**config.mk**
```make
export PLATFORM = sky130hd
export DESIGN_NAME = serial_subtractor
export DESIGN_NICKNAME = d
export VERILOG_FILES = /design/src/rtl/serial_subtractor.sv
export SDC_FILE = /design/constraint.sdc
export NUM_CORES = 1
export LEC_CHECK = 0
export BUFFER_PORTS_ARGS = -buffer_cell sky130_fd_sc_hd__buf_2
export CAP_MARGIN = 25
export CORE_ASPECT_RATIO = 0.75
export CORE_UTILIZATION = 40
export CTS_BUF_LIST = sky130_fd_sc_hd__clkbuf_4 sky130_fd_sc_hd__clkbuf_8 sky130_fd_sc_hd__clkbuf_16
export CTS_CLUSTER_SIZE = 25
export DETAILED_ROUTE_END_ITERATION = 10
export RECOVER_POWER = 50
export SYNTH_ARGS = -nofsm -noshare
export SYNTH_HDL_FRONTEND = slang
export SYNTH_SLANG_ARGS = --single-unit
```
**constraint.sdc**
```tcl
create_clock -name clk -period 1.65 [get_ports clk]
set_input_delay 0.33 -clock clk [delete_from_list [all_inputs] [get_ports clk]]
set_output_delay 0.33 -clock clk [all_outputs]
set_load 0.005 [all_outputs]
```
**src/rtl/serial_subtractor.sv**
```systemverilog
// rtl/serial_subtractor.sv - digit-serial ripple-borrow subtractor; optional ovf port via SERIAL_SUB_OVF_EN
module serial_subtractor #(
    parameter int SIZE  = 8,
    parameter int DIGIT = 1
) (
    input  logic            clk,
    input  logic            rst_n,
    input  logic            in_valid,
    output logic            in_ready,
    input  logic [SIZE-1:0] a,
    input  logic [SIZE-1:0] b,
    input  logic            bin,
    output logic            out_valid,
    input  logic            out_ready,
    output logic [SIZE-1:0] diff,
    output logic            bout
`ifdef SERIAL_SUB_OVF_EN
    ,
    output logic            ovf
`endif
);

    localparam int N  = SIZE / DIGIT;
    localparam int CW = (N > 1) ? $clog2(N) : 1;
    localparam logic [CW-1:0] LAST = CW'(N - 1);

    localparam logic [1:0] IDLE = 2'd0;
    localparam logic [1:0] RUN  = 2'd1;
    localparam logic [1:0] DONE = 2'd2;

    logic [1:0]      state;
    logic [CW-1:0]   cnt;
    logic            brw;
    // a_sh doubles as the result register: each digit of the difference
    // enters at the top as the consumed minuend digit leaves the bottom.
    logic [SIZE-1:0] a_sh;
    logic [SIZE-1:0] b_sh;
    logic [SIZE-1:0] a_next;
    logic [DIGIT:0]  step;

    assign in_ready  = (state == IDLE);
    assign out_valid = (state == DONE);

    // One digit of subtraction with the registered borrow; MSB is borrow-out.
    assign step = {1'b0, a_sh[DIGIT-1:0]} - {1'b0, b_sh[DIGIT-1:0]} - {{DIGIT{1'b0}}, brw};

    generate
        if (DIGIT == SIZE) begin : g_single
            assign a_next = step[DIGIT-1:0];
        end else begin : g_multi
            assign a_next = {step[DIGIT-1:0], a_sh[SIZE-1:DIGIT]};
        end
    endgenerate

`ifdef SERIAL_SUB_OVF_EN
    logic a_msb;
    logic b_msb;

    // Operand sign bits are captured at accept since the shift registers lose them.
    always_ff @(posedge clk or negedge rst_n) begin
        if (!rst_n) begin
            a_msb <= 1'b0;
            b_msb <= 1'b0;
            ovf   <= 1'b0;
        end else if (state == IDLE && in_valid) begin
            a_msb <= a[SIZE-1];
            b_msb <= b[SIZE-1];
        end else if (state == RUN && cnt == LAST) begin
            ovf <= (a_msb != b_msb) && (a_next[SIZE-1] != a_msb);
        end
    end
`endif

    // Control FSM, digit counter and the shifting datapath.
    always_ff @(posedge clk or negedge rst_n) begin
        if (!rst_n) begin
            state <= IDLE;
            cnt   <= '0;
            brw   <= 1'b0;
            a_sh  <= '0;
            b_sh  <= '0;
            diff  <= '0;
            bout  <= 1'b0;
        end else begin
            case (state)
                IDLE: begin
                    if (in_valid) begin
                        a_sh  <= a;
                        b_sh  <= b;
                        brw   <= bin;
                        cnt   <= '0;
                        state <= RUN;
                    end
                end
                RUN: begin
                    a_sh <= a_next;
                    b_sh <= b_sh >> DIGIT;
                    brw  <= step[DIGIT];
                    if (cnt == LAST) begin
                        diff  <= a_next;
                        bout  <= step[DIGIT];
                        state <= DONE;
                    end else begin
                        cnt <= cnt + 1'b1;
                    end
                end
                DONE: begin
                    if (out_ready) begin
                        state <= IDLE;
                    end
                end
                default: state <= IDLE;
            endcase
        end
    end

endmodule

```
==> results of run 1 <==
==> cells in the mapped netlist (2+ instances only) <==
| cell type | count |
|---|---|
| ha_1 | 2 |
| mux2_2 | 2 |
| nand2b_1 | 3 |
| nand2_1 | 3 |
| o32ai_1 | 2 |
| dfrtp_1 | 31 |
| a22o_1 | 5 |
| inv_2 | 2 |
| o21ai_0 | 2 |
| nor2_1 | 7 |
| a21oi_1 | 13 |
| buf_4 | 3 |
| buf_2 | 4 |
| o22ai_1 | 27 |
| mux2_4 | 7 |
| inv_1 | 2 |
==> state kept, by name, summed over array words and instances (netlist names) <==
name	count
state	2
diff	8
b_sh	8
a_sh	8
cnt	3
brw	1
bout	1
==> layout make-up <==
class                           count  area, um^2
Clock buffer                        6        82.6
Sequential cell                    31         777
Tap cell                           40        50.0
Clock inverter                      2        35.0
Inverter                            4        17.5
Multi-Input combinational cell     82         609
Fill cell                         312        1620
Timing Repair Buffer               35         184
==> worst max path at each step <==
stage,slack (ns),endpoint,start
floorplan,0.17,bout,cnt[0]
global placement,0.14,diff[2],cnt[0]
detailed placement,0.1,diff[2],cnt[0]
CTS,0.04,out_valid,state[1]
global route,0.004,diff[2],cnt[0]
finish,0.09,diff[2],cnt[0]
==> worst register-to-register path: cells and delay by family (launching register included) <==
kind,cells,cell delay (ns)
flops,1,0.40
fa+ha+maj,2,0.49
simple gates,1,0.21
mux,1,0.35
==> power groups by stage <==
stage / logic [mW] / clock network [mW] / registers (mW)
global placement: 1.26 / 0 / 1.46
finish: 1.32 / 0.769 / 1.48
CTS: 1.33 / 0.790 / 1.47
detailed placement: 1.32 / 0 / 1.48
global route: 1.47 / 0.834 / 1.53
floorplan: 0.992 / 0 / 1.37
==> placed cells by master, fill, tap and decap left out, types with 2 or more instances in the layout <==
cell and count:
buf_4 4, clkbuf_8 6, inv_1 2, o21ai_0 2, mux2_2 2, nand2_1 3
buf_2 29, nor2_1 7, a21oi_1 13, o22ai_1 27, dfrtp_1 30, a22o_1 5
o32ai_1 2, mux2_4 7, ha_1 2, nand2b_1 3
==> metal layers <==
layer	up-vias	track usage
met5	-	0
met4	0	0.0686
met3	2	0.0516
met2	46	0.267
met1	556	0.262
li1	548	-
==> repair_timing <==
item | CTS | global route
hold buffers | 0 | 0
setup endpoints to repair | 0 | 2
gates resized for setup | 0 | 3
==> cells by family after synthesis <==
kind of cell | count (synthesis) | synth area share
and+or+nand+nor | 18 | 0.0713
adders and majority gates | 3 | 0.0309
DFF | 31 | 0.532
muxes | 9 | 0.0876
AOI/OAI and AO/OA | 52 | 0.228
buffers and inverters | 13 | 0.0498
==> metrics.md, run 1 <==
| Metric | Value |
|---|---|
| Via-to-Cell Ratio | ~5.8 |
| Total CTS buffers | 5 |
| Worst R2R Start | cnt[0] |
| Crit-path slowest cell | dfrtp_1 |
| Worst reg2reg path endpoint | diff[2] |
| Detail Route Antenna Nets | 0 |
| Relative slew slack | 0.485 |
| Drt total wl | 3280 um |
| Post-Route Setup TNS | 0 ns |
| Ant diodes | 0 |
| DP Area | 1640 um^2 |
| Crit path top cell by count | ha_1 |
| Min cycle time layout | 1.56 ns |
| HPWL after DPL | 2270 um |
| Clock-pin slew on the worst setup and hold paths | 0.07 ns |
| Fin. max-slew vios | 0 |
| P_sw | 1.24 mW |
| Initial DRC Count | 66 |
| CP Launch Type | register |
| Met3 WL post-DR | 193 um |
| Tot Pwr | 3.57 mW |
| Post-synth EDFFs | 0 |
| Reg2reg path depth | 4 |
| Crit. End Element | register |
| Worst path bufs/invs | 0 |
| Synthesized area | 1460 um^2 |
| Setup Viol. Count Final | 0 |
| Post-CTS Setup Bufs | 0 |
| First-pass GRT wire length | 5150 um |
| Pin count of the biggest net entering global routing | 32 |
| Leakage | 0.832 nW |
| Layout area overhead | 20.4% |
| Synth Flop Type | dfrtp_1 |
| Final Util | 0.520 |
| Tightest Hold Check Type | in -> async |
| Final Hold Viols | 0 |
| Final hold slack | ~0.11 ns |
| CP max stage delay | 0.40 ns |
| Worst-Skew Late Latency | 0.28 ns |
| Clock Skew | about 0.0063 ns |
| Max clock buf depth | 2 |
| # port buffers | 31 |
| Final Cycle Share | 0.948 |
| H-tree levels | 2 |
| Initial Util | 0.431 |
| Net count, final | ~180 |
| First-pass DRT Iterations | 4 |
| Die Height | 54.3 um |
| Vias in the first global route | about 1000 |
| Initial antenna violation count | 0 |
| CP Data Arrival Time | roughly 1.7 ns |
| Placed Cells | approximately 190 |
| Max-cap violations | 0 |
| Finished layout cell area | 1760 um^2 |
| Syn_area_per_cell | ~12 um^2 |
| Switching Share | 0.348 |
| Outcome | finished, final reports clean |
| Worst slew pin tran | a little under 0.8 ns |
| Area leader, netlist | dfrtp_1 |
| Met1 wire length | ~1600 um |
| Core ar. | roughly 3400 um^2 |
| TritonCTS clock tree | built |
| CP Cell Sequence | ha_1 > ha_1 > nand3b_4 > mux2_2 |
| CP top delay family | adder cells |
| Clock power frac | 0.215 |
| Reg2reg setup slack | 0.09 ns |
| Synth Instances | ~130 |
| # DRC | 0 |
| P_int | 2.33 mW |
| Fmax | 639 MHz |
| Gr usage total | 0.184 |
| RSZ-0062 raised after global routing | false |
| Clock sink count | 31 |
| Pre-CTS setup slack | 0.0971 ns |
| Combinational share of power | 0.371 |
| Final setup margin | 0.0856 ns |
| Final Wtd Congestion | 0.716 |
| Die width | a little over 70 um |
| PwrDens | around 2000 nW/um^2 |
| Via count | around 1200 |
| CTS root buf | clkbuf_8 |
| Asr flop ratio synth | 1.00 |
| Main area contributors after synthesis | dfrtp_1 53%, o22ai_1 12%, mux2_4 7.2% |
| Synth Register Bits | 31 |
| Crit Path Class | reg -> reg |
| Avg WL per Cell | around 16 um |
| Top cell type's share of synthesized area | 0.532 |
| Yosys warnings | 0 |
| DR top layer | met4 |
| Flop pwr share | 0.414 |
| Synth unique cells | 27 |
| Register area share after synthesis | 0.532 |
| Row count | 18 |
| Met2 wire length | 1490 um |
| Fin cells | 200 |
| Peak VDD IR | 0.745 mV |
| CP Max Fanout | 11 |
| GR Overflow Total | 0 |
| Die ar. | 3890 um^2 |
| Layout cells sized above 1 | 0.363 |
| I/O pins | 32 |
| Syn_nets | 150 |
| Req. time, crit path | 1.82 ns |
| WP depth | 4 |
(Power assumes the default switching activity.)
==> run 2, diff against run 1 <==
--- a/config.mk
+++ b/config.mk
@@ -8,10 +8,11 @@
 export BUFFER_PORTS_ARGS = -buffer_cell sky130_fd_sc_hd__buf_2
 export CAP_MARGIN = 25
 export CORE_ASPECT_RATIO = 0.75
-export CORE_UTILIZATION = 40
+export CORE_UTILIZATION = 45
 export CTS_BUF_LIST = sky130_fd_sc_hd__clkbuf_4 sky130_fd_sc_hd__clkbuf_8 sky130_fd_sc_hd__clkbuf_16
 export CTS_CLUSTER_SIZE = 25
 export DETAILED_ROUTE_END_ITERATION = 10
+export PLACE_DENSITY = 0.68
 export RECOVER_POWER = 50
 export SYNTH_ARGS = -nofsm -noshare
 export SYNTH_HDL_FRONTEND = slang
==> metrics.md, run 2 (synthesis gave the netlist of run 1 again) <==
| Metric | Value |
|---|---|
| Initial DRC Count | 68 (+3.0%) |
| Clock sink count | 31 (unchanged) |
| Initial antenna violation count | 0 (unchanged) |
| Number of hold buffers added after cts | 0 (unchanged) |
| Fin. max-slew vios | 0 (unchanged) |
| Flop pwr share | 0.416 (+0.002) |
| Fmax | 631 MHz (-1.3%) |
| Max clock buf depth | 2 (unchanged) |
| P_int | 2.30 mW (-1.4%) |
| Via count | 1159 (+0.61%) |
| DP Area | 1620 um^2 (-1.1%) |
| Net count, final | 181 (-1.1%) |
| Ant diodes | 0 (unchanged) |
| Worst slew pin tran | 0.770 ns (-0.00232 ns) |
| Final setup margin | 0.0653 ns (-0.0202 ns) |
| # port buffers | 31 (unchanged) |
| H-tree levels | 2 (unchanged) |
| P_sw | 1.24 mW (+0.24%) |
| HPWL after DPL | 2290 um (+1.1%) |
| RSZ-0062 raised after global routing | false |
| Die width | 67.7 um (-5.6%) |
| Most crowded layer after global routing | met1 |
| Finished layout cell area | 1740 um^2 (-1.1%) |
| Most frequent cells in the layout | 30 x dfrtp_1, 28 x buf_2, 27 x o22ai_1 |
| Final Cycle Share | 0.960 (+0.0123) |
| Grt met2 use | 0.282 (+0.0149) |
| Req. time, crit path | 1.83 ns (about the same) |
| Combinational share of power | 0.363 (-0.008) |
| Die Height | 51.3 um (-5.5%) |
| Most common cell after layout, fill and taps aside | dfrtp_1 |
| First-pass GRT wire length | 5170 um (+0.27%) |
| GR Util met3 | 0.0670 (+0.0154) |
| First-pass DRT Iterations | 4 (unchanged) |
| I/O pins | 32 (unchanged) |
| Die ar. | 3470 um^2 (-11%) |
| Max-cap violations | 0 (unchanged) |
| GR Overflow Total | 0 (unchanged) |
| Crit Path Class | reg -> reg |
| Min cycle time layout | 1.58 ns (+0.0202 ns) |
| Leakage | 0.820 nW (-1.5%) |
| Drt total wl | 3320 um (+1.3%) |
| CP Data Arrival Time | 1.77 ns (+0.04 ns) |
| Tot Pwr | 3.54 mW (-0.81%) |
| Fin cells | 196 (-2.0%) |
| Core ar. | 3020 um^2 (-11%) |
| Gr usage total | 0.213 (+0.0296) |
| Layout cells sized above 1 | 0.348 (-0.0144) |
| Initial Util | 0.483 (+0.0511) |
| CP Launch Type | register |
| Layout area overhead | 19.1% |
| Top flop regs | a_sh (8), b_sh (8), diff (8) |
| Worst-Skew Late Latency | 0.29 ns (about the same) |
| Row count | 17 (-1) |
| PwrDens | 2040 nW/um^2 (+0.26%) |
| Detail Route Antenna Nets | 0 (unchanged) |
| Final Wtd Congestion | 0.766 (+7.0%) |
| Pin count of the biggest net entering global routing | 32 (unchanged) |
| TritonCTS clock tree | built |
| Outcome | finished, final reports clean |
| Clock power frac | 0.221 (+0.006) |
| Avg WL per Cell | 16.9 um (+3.4%) |
| Clock-pin slew on the worst setup and hold paths | 0.07 ns (about the same) |
| CTS root buf | clkbuf_8 |
| Switching Share | 0.351 (+0.00371) |
| Clock Skew | 0.00480 ns (-0.00152 ns) |
| GR Layer Usage met1 | 0.298 (+0.0355) |
| Total CTS buffers | 5 (unchanged) |
| Tightest Hold Check Type | in -> async |
| # DRC | 0 (unchanged) |
| Via-to-Cell Ratio | 5.91 (+2.7%) |
| Crit. End Element | register |
| Vias in the first global route | 1071 (+5.3%) |
| Peak VDD IR | 0.929 mV (+25%) |
| Relative slew slack | 0.487 (+0.00154) |
| Setup Viol. Count Final | 0 (unchanged) |
| Placed Cells | 188 (-2.1%) |
| Pre-CTS setup slack | 0.0854 ns (-0.0117 ns) |
| Final hold slack | 0.104 ns (-0.00864 ns) |
| Final Hold Viols | 0 (unchanged) |
| CP Max Fanout | 11 (unchanged) |
| Post-Route Setup TNS | 0 ns (unchanged) |
| Final Util | 0.575 (+0.0553) |
| Post-CTS Setup Bufs | 0 (unchanged) |
==> run 2: cell type report <==
class / instances / area (um^2)
Fill cell: 277 / 1280
Sequential cell: 31 / 777
Multi-Input combinational cell: 82 / 609
Timing Repair Buffer: 33 / 168
Clock buffer: 6 / 82.6
Tap cell: 38 / 47.5
Clock inverter: 2 / 35.0
Inverter: 4 / 17.5
==> run 2: layer usage <==
layer | share of wire | wire length [um]
met1 | 0.47 | 1570
met2 | 0.44 | 1460
met3 | 0.064 | 212
met4 | 0.025 | 83
met5 | 0 | 0
==> run 2: worst paths after layout <==
path	start	end	slack [ns]	cells past startpoint
worst min-delay path	rst_n	a_sh[2]	0.10	1
min in group clk	out_ready	state[1]	0.24	2
max in group asynchronous	rst_n	state[0]	1.01	1
worst min register to register	diff[7]	diff[7]	0.49	2
worst max-delay path	cnt[0]	diff[2]	0.07	4
worst max register to register	cnt[0]	diff[2]	0.07	4
==> run 2: power by group through the flow <==
stage	clock, mW	sequential, mW	combinational [mW]
final	0.782	1.47	1.29
after detailed placement	0	1.47	1.29
after global routing	0.824	1.52	1.44
after global placement	0	1.45	1.23
after CTS	0.796	1.46	1.30
after floorplan	0	1.37	0.992
==> run 2: timing repair <==
item	4_1_cts	5_1_grt
setup endpoints to repair	1	1
hold endpoints to repair	0	0
pin swaps	0	0
resized for setup	1	1
==> run 2: worst max-delay path, stage by stage (launching register included) <==
cell      delay, ns
dfrtp_1        0.41
ha_1           0.22
ha_1           0.28
nand3b_4       0.22
mux2_2         0.35
